File: src/rtl/riscv_pipe_pkg.sv
// Shared types and constants for the 5-stage RV32 pipeline hazard logic.
// Holds the freeze-FSM state encoding, forwarding-select codes, the x0
// register index, the stall/flush strobe bundle and the load-use helper.
package riscv_pipe_pkg;

  localparam int unsigned REG_W  = 5;   // register index width
  localparam int unsigned FWD_W  = 2;   // forwarding select width
  localparam int unsigned WDOG_W = 16;  // watchdog counter width (MEM_TIMEOUT <= 2^16-1)

  // Freeze FSM: RUN is normal flow, MEMWAIT holds the pipe on a slow data access
  typedef enum logic {
    RUN     = 1'b0,
    MEMWAIT = 1'b1
  } pipeState_t;

  // Execute-stage operand sources
  localparam logic [FWD_W-1:0] FWD_RF  = 2'b00;
  localparam logic [FWD_W-1:0] FWD_WB  = 2'b01;
  localparam logic [FWD_W-1:0] FWD_MEM = 2'b10;

  localparam logic [REG_W-1:0] REG_X0 = 5'd0;

  // Stall/flush strobes driven to the stage registers
  typedef struct packed {
    logic stallF;
    logic stallD;
    logic stallE;
    logic stallM;
    logic flushD;
    logic flushE;
    logic flushW;
  } hazardCtl_t;

  // Load in Execute whose destination is read by the instruction in Decode
  function automatic logic loadUse(
    input logic             isLoadE,
    input logic [REG_W-1:0] rdE,
    input logic [REG_W-1:0] rs1D,
    input logic [REG_W-1:0] rs2D
  );
    return isLoadE && (rdE != REG_X0) && ((rdE == rs1D) || (rdE == rs2D));
  endfunction

endpackage

File: src/rtl/hazard_ctrl_fwd_sel.sv
// fwd_sel: forwarding select for one execute-stage operand.
// Ports:
//   RsE                  source register of the operand in Execute
//   RdM, RdW             destination registers in Memory / Writeback
//   RegWriteM, RegWriteW register-write enables in Memory / Writeback
//   Forward              FWD_MEM, FWD_WB or FWD_RF (combinational)
// The Memory stage holds the younger result, so it wins over Writeback.
// x0 is hard-wired to zero and is never forwarded.
module fwd_sel
  import riscv_pipe_pkg::*;
(
  input  logic [REG_W-1:0] RsE,
  input  logic [REG_W-1:0] RdM,
  input  logic [REG_W-1:0] RdW,
  input  logic             RegWriteM,
  input  logic             RegWriteW,
  output logic [FWD_W-1:0] Forward
);

  // Priority select: Memory, then Writeback, then register file
  always_comb begin
    Forward = FWD_RF;
    if (RegWriteM && (RdM != REG_X0) && (RdM == RsE)) begin
      Forward = FWD_MEM;
    end else if (RegWriteW && (RdW != REG_X0) && (RdW == RsE)) begin
      Forward = FWD_WB;
    end
  end

endmodule

File: src/rtl/hazard_ctrl.sv
// hazard_ctrl: pipeline hazard controller for the 5-stage RV32 core.
// Generates execute-stage forwarding selects, load-use / branch stall and
// flush strobes, and freezes the pipe while data memory is not ready.
// Ports:
//   clk, rst                     clock (rising edge), async active-low reset
//   Rs1D, Rs2D                   Decode source registers
//   Rs1E, Rs2E                   Execute source registers
//   RdE, RdM, RdW                Execute / Memory / Writeback destinations
//   ResultSrcE                   instruction in Execute is a load
//   RegWriteM, RegWriteW         Memory / Writeback write enables
//   PCSrcE                       taken branch/jump resolved in Execute
//   dmem_req, dmem_ready         data-memory request / completion
//   ForwardAE, ForwardBE         operand selects (combinational)
//   StallF/D/E/M, FlushD/E/W     stage-register strobes (combinational, 0 in reset)
//   mem_timeout                  sticky watchdog flag, cleared only by reset
//   stall_cnt, flush_cnt         perf counters (HAZARD_PERF_EN only)
// Build option: define HAZARD_PERF_EN to add the CNT_W parameter and the
// stall/flush performance counters.
module hazard_ctrl
  import riscv_pipe_pkg::*;
#(
  parameter int unsigned MEM_TIMEOUT = 255
`ifdef HAZARD_PERF_EN
  ,
  parameter int unsigned CNT_W = 32
`endif
) (
  input  logic             clk,
  input  logic             rst,
  input  logic [REG_W-1:0] Rs1D,
  input  logic [REG_W-1:0] Rs2D,
  input  logic [REG_W-1:0] Rs1E,
  input  logic [REG_W-1:0] Rs2E,
  input  logic [REG_W-1:0] RdE,
  input  logic [REG_W-1:0] RdM,
  input  logic [REG_W-1:0] RdW,
  input  logic             ResultSrcE,
  input  logic             RegWriteM,
  input  logic             RegWriteW,
  input  logic             PCSrcE,
  input  logic             dmem_req,
  input  logic             dmem_ready,
  output logic [FWD_W-1:0] ForwardAE,
  output logic [FWD_W-1:0] ForwardBE,
  output logic             StallF,
  output logic             StallD,
  output logic             StallE,
  output logic             StallM,
  output logic             FlushD,
  output logic             FlushE,
  output logic             FlushW,
  output logic             mem_timeout
`ifdef HAZARD_PERF_EN
  ,
  output logic [CNT_W-1:0] stall_cnt,
  output logic [CNT_W-1:0] flush_cnt
`endif
);

  localparam logic [WDOG_W-1:0] WDOG_LIMIT = WDOG_W'(MEM_TIMEOUT);

  // Elaboration-time range check on the watchdog limit
  if ((MEM_TIMEOUT < 1) || (MEM_TIMEOUT > 65535)) begin : g_badTimeout
    $error("hazard_ctrl: MEM_TIMEOUT out of range 1..65535");
  end

  pipeState_t        state;
  pipeState_t        stateNext;
  logic [WDOG_W-1:0] wdogCnt;
  logic [WDOG_W-1:0] wdogNext;
  logic              freeze;
  logic              lwStall;
  hazardCtl_t        ctl;

  // Operand forwarding, one selector per execute operand
  fwd_sel u_fwdA (
    .RsE       (Rs1E),
    .RdM       (RdM),
    .RdW       (RdW),
    .RegWriteM (RegWriteM),
    .RegWriteW (RegWriteW),
    .Forward   (ForwardAE)
  );

  fwd_sel u_fwdB (
    .RsE       (Rs2E),
    .RdM       (RdM),
    .RdW       (RdW),
    .RegWriteM (RegWriteM),
    .RegWriteW (RegWriteW),
    .Forward   (ForwardBE)
  );

  assign lwStall = loadUse(ResultSrcE, RdE, Rs1D, Rs2D);

  // State register, watchdog and sticky timeout flag
  always_ff @(posedge clk or negedge rst) begin
    if (!rst) begin
      state       <= RUN;
      wdogCnt     <= '0;
      mem_timeout <= 1'b0;
    end else begin
      state   <= stateNext;
      wdogCnt <= wdogNext;
      if (wdogNext == WDOG_LIMIT) begin
        mem_timeout <= 1'b1;
      end
    end
  end

  // Next state and strobes. The freeze covers the entry cycle (still RUN)
  // and every MEMWAIT cycle without ready; the ready cycle releases with
  // the RUN equations so the memory wait costs no extra cycle.
  always_comb begin
    stateNext = state;
    freeze    = 1'b0;
    ctl       = '0;

    case (state)
      RUN: begin
        if (dmem_req && !dmem_ready) begin
          stateNext = MEMWAIT;
          freeze    = 1'b1;
        end
      end
      MEMWAIT: begin
        if (dmem_ready) begin
          stateNext = RUN;
        end else begin
          freeze = 1'b1;
        end
      end
      default: begin
        stateNext = RUN;
      end
    endcase

    // Strobes are forced low while reset is held, independent of the clock
    if (!rst) begin
      ctl = '0;
    end else if (freeze) begin
      // Hold everything up to Memory and bubble Writeback; hazards wait
      ctl.stallF = 1'b1;
      ctl.stallD = 1'b1;
      ctl.stallE = 1'b1;
      ctl.stallM = 1'b1;
      ctl.flushW = 1'b1;
    end else begin
      // A taken branch squashes the dependent instruction, so no stall needed
      ctl.stallF = lwStall && !PCSrcE;
      ctl.stallD = lwStall && !PCSrcE;
      ctl.flushE = lwStall || PCSrcE;
      ctl.flushD = PCSrcE;
    end
  end

  // Watchdog holds the number of cycles spent in MEMWAIT, saturating at the limit
  always_comb begin
    wdogNext = '0;
    if (stateNext == MEMWAIT) begin
      wdogNext = (wdogCnt == WDOG_LIMIT) ? wdogCnt : wdogCnt + WDOG_W'(1);
    end
  end

  assign StallF = ctl.stallF;
  assign StallD = ctl.stallD;
  assign StallE = ctl.stallE;
  assign StallM = ctl.stallM;
  assign FlushD = ctl.flushD;
  assign FlushE = ctl.flushE;
  assign FlushW = ctl.flushW;

`ifdef HAZARD_PERF_EN
  logic anyStall;
  logic anyFlush;

  assign anyStall = ctl.stallF || ctl.stallD || ctl.stallE || ctl.stallM;
  assign anyFlush = ctl.flushD || ctl.flushE;

  // Free-running wrap-around event counters
  always_ff @(posedge clk or negedge rst) begin
    if (!rst) begin
      stall_cnt <= '0;
      flush_cnt <= '0;
    end else begin
      if (anyStall) begin
        stall_cnt <= stall_cnt + CNT_W'(1);
      end
      if (anyFlush) begin
        flush_cnt <= flush_cnt + CNT_W'(1);
      end
    end
  end
`endif

endmodule

File: config.mk
export PLATFORM = sky130hd
export DESIGN_NAME = hazard_ctrl
export DESIGN_NICKNAME = d
export VERILOG_FILES = /design/src/rtl/riscv_pipe_pkg.sv /design/src/rtl/hazard_ctrl_fwd_sel.sv /design/src/rtl/hazard_ctrl.sv
export SDC_FILE = /design/constraint.sdc
export NUM_CORES = 1
export LEC_CHECK = 0
export BUFFER_PORTS_ARGS = -buffer_cell sky130_fd_sc_hd__buf_2
export CAP_MARGIN = 10
export CORE_UTILIZATION = 45
export DETAILED_ROUTE_END_ITERATION = 7
export PLACE_DENSITY = 0.78
export SYNTH_ARGS = -nofsm -noshare
export SYNTH_HDL_FRONTEND = slang
export SYNTH_SLANG_ARGS = --single-unit
File: constraint.sdc
create_clock -name clk -period 1.8 [get_ports clk]
set_clock_uncertainty 0.1 [all_clocks]
set_input_delay 0.18 -clock clk [delete_from_list [all_inputs] [get_ports clk]]
set_output_delay 0.18 -clock clk [all_outputs]
set_load 0.005 [all_outputs]
==> flow_summary.toml <==
[timing]
fmax_mhz = 491.4
worst_pin_slew_ps = 417.6
period_minus_slack_ps = 2035
slew_violations = 0
maxSlewHeadroom_pct = 71.90
setup_violations = 4
finalCritPeriodShare_pct = 113.1
finalHoldViolCount = 0
rsz0062_at_grt = "true"
fin_ws_ps = -235.0

[synthesis]
ys.warnings.count = 0
synth_edf_count = 0
yosys.area.top_type = "dfrtp_1"
synthMuxAreaShare_pct = 0.6667
synth_ff_type = "dfrtp_1"
synth_area_leaders = "dfrtp_1 30%, xor2_1 16%, xnor2_1 7.0%"
netlist.area_leader.share_pct = 30.00
synthSimpleGateAreaFrac_pct = 27.50
synth_compound_gate_area_share_pct = 12.42
synthCells = 165
synth.most_common_cell = "xor2_1"
synth_fa_ha_area_share_pct = 0.8333
synth.net_count = 209
synth.top_cells.by_count = "28 x xor2_1, 18 x dfrtp_1, 13 x nor2_1"
ys_ff_latch = 18
async_reset_ff_share_pct = 100.0
synth_top_family_by_area = "simple AND/OR/NAND/NOR gates"
avgSynthCellArea_sq_um = 9.100
synth-xor-area-share_pct = 23.33
synthDistinctLibCells = 40
synth_area_sq_mm = 0.001501
ys_seq_area_share_pct = 30.00

[worst_setup_path]
worstPathArrival_ps = 2150
r2r_slack_ps = -240
slowest_delay_ps = 420
crit_fanout = 6
crit_type = "flip-flop to flip-flop"
endpoint_kind = "flip-flop"
cp_num_buf_inv = 0
reg2reg_depth = 6
critPathLaunchType = "flip-flop"
critPathSlowestCell = "dfrtp_1"
required_ps = 1920
path_cells = "ha_2 > and3_4 > nand4_1 > xor2_1 > a31oi_1 > o41ai_2"
r2r-end = "mem_timeout"
critPathTopFamily = "compound AO/OA/AOI/OAI gates"
reg2reg_from = "wdogCnt[1]"

[cts]
clkLatencyLatePin_ps = 320
ctsRootBufferMaster = "clkbuf_4"
cts.sinks = 18
cts_made_buffers = 3
tritoncts = "yes"
path_clk_slew_ps = 130
clk_path_buf_depth = 2
cts_htree_levels = 1

[grt]
overflow = 0
track_usage_pct = 27.99
antenna_found_initial = 0
grt_pass1_vias = 1613
grt_max_degree = 19
grt_first_pass_wirelength_um = 7355

[routing]
wl_um = 4919
wl_met3_um = 243
route.detailed.drc = 0
wl_met1_um = 2042
firstDrtPassIters = 4
vias_per_cell = 5.426
highest_layer = "met4"
postRouteAntennaNets = 0
post_drt_wl_per_cell_um = 16.13
drtIter0Drc = 45
wl_met2_um = 2564
vias = 1655

[placement]
dpl.hpwl_um = 3251
place_congestion = 0.8905
dpl.cell_count = 296
postPlaceCellArea_sq_mm = 0.002082
portBuffers = 54
place_ws_ps = -187.8

[floorplan]
ios = 55
start_util_pct = 48.39
die_y_um = 59.76
core_sq_mm = 0.003103
die_w_um = 59.76
rows = 20
die_area_sq_mm = 0.003571

[layout]
nNetsFinal = 306
final_area_sq_mm = 0.002281
drive_gt1_share_pct = 50.96
antenna_cells = 0
area_growth_pct = 51.92
final_cells = 305

[hold_path]
min_from = "dmem_ready"
whs_endpoint = "wdogCnt[7]"
worstHoldPathType = "primary input to flip-flop"
hold_depth = 3

[power]
ir_drop_uv = 284.7
power_density_mw_per_mm2 = 410.6
power_w = 0.0009366
leakage_nw = 1.057

[outcome]
violations = "setup timing"
status = "complete, but fails checks"

[job]
maxCapViolCount = 0
[layout make-up]
type	count	area, sq um
clock buffers	4	36.28
repair buffers	102	646.9
fillers	222	822.0
flip-flops and latches	18	452.9
inverters	3	11.26
well taps	44	55.05
multi-input cells	134	1079
[stage by stage]
step	utilization (%)	hold WS, ps	TNS (ps)
2_1_floorplan	-	-215.6	-32.24
3_3_place_gp	67.10	119.4	-207.5
3_5_place_dp	67.10	115.4	-358.4
4_1_cts	70.08	82.74	-87.47
5_1_grt	73.51	92.98	-935.8
6_report	73.51	79.56	-290.9
[state kept, by name, indices dropped and copies added (netlist names)]
signal       count
mem_timeout      1
wdogCnt         16
state            1
[where the power goes]
group	internal [W]	switching (W)	leakage, nW
registers	0.000409	0.00000516	0.240
logic	0.000121	0.000120	0.796
clock network	0.000124	0.000158	0.0210
total	0.000654	0.000282	1.06
[kinds of logic (layout without fill, tap and decap cells)]
| group | count (synthesis) | in the layout |
|---|---|---|
| multiplexers | 1 | 1 |
| adder cells (fa/ha/maj) | 1 | 1 |
| buffers and inverters | 13 | 109 |
| AO/OA/AOI/OAI | 24 | 24 |
| AND/OR/NAND/NOR | 68 | 68 |
| XOR/XNOR | 40 | 40 |
| flip-flops | 18 | 18 |
[tightest hold or removal path: cells and delay by family]
family                 cells  cell delay (ps)
buffers and inverters      1               70
AO/OA/AOI/OAI              2              220
[repair_timing]
item,in CTS,in global routing
cloned,0,0
hold buffers,1,0
pin swaps,5,10
endpoints found under the setup margin,5,15
gates resized for setup,11,22
hold endpoints to repair,18,0
buffers inserted,1,3
[worst max-delay path by stage]
stage | slack, ps | cells after the start | endpoint | startpoint
after floorplan | -30 | 6 | mem_timeout | wdogCnt[0]
after global placement | -140 | 6 | mem_timeout | wdogCnt[0]
after detailed placement | -190 | 6 | mem_timeout | wdogCnt[0]
after CTS | -90 | 5 | mem_timeout | wdogCnt[9]
after global routing | -420 | 5 | mem_timeout | wdogCnt[9]
final | -240 | 6 | mem_timeout | wdogCnt[1]
[metal layers]
layer	global-route usage (%)	vias to the layer above
met5	0	-
met4	11.30	0
met3	4.545	8
met2	47.62	61
met1	35.15	791
li1	-	795
[cell usage in the layout, fill, tap and decap left out, drive strengths merged, types with 2 or more instances in the layout]
cell    instances
a211oi          2
a21oi           2
a31oi           4
and2            2
and3            4
and4            2
buf           101
clkbuf          4
dfrtp          18
inv             3
nand2           6
nand3          11
nand4           9
nor2           13
nor3            5
nor3b           3
nor4            7
o21ai           7
or4             5
xnor2          12
xor2           28
(Power assumes the default switching activity.)
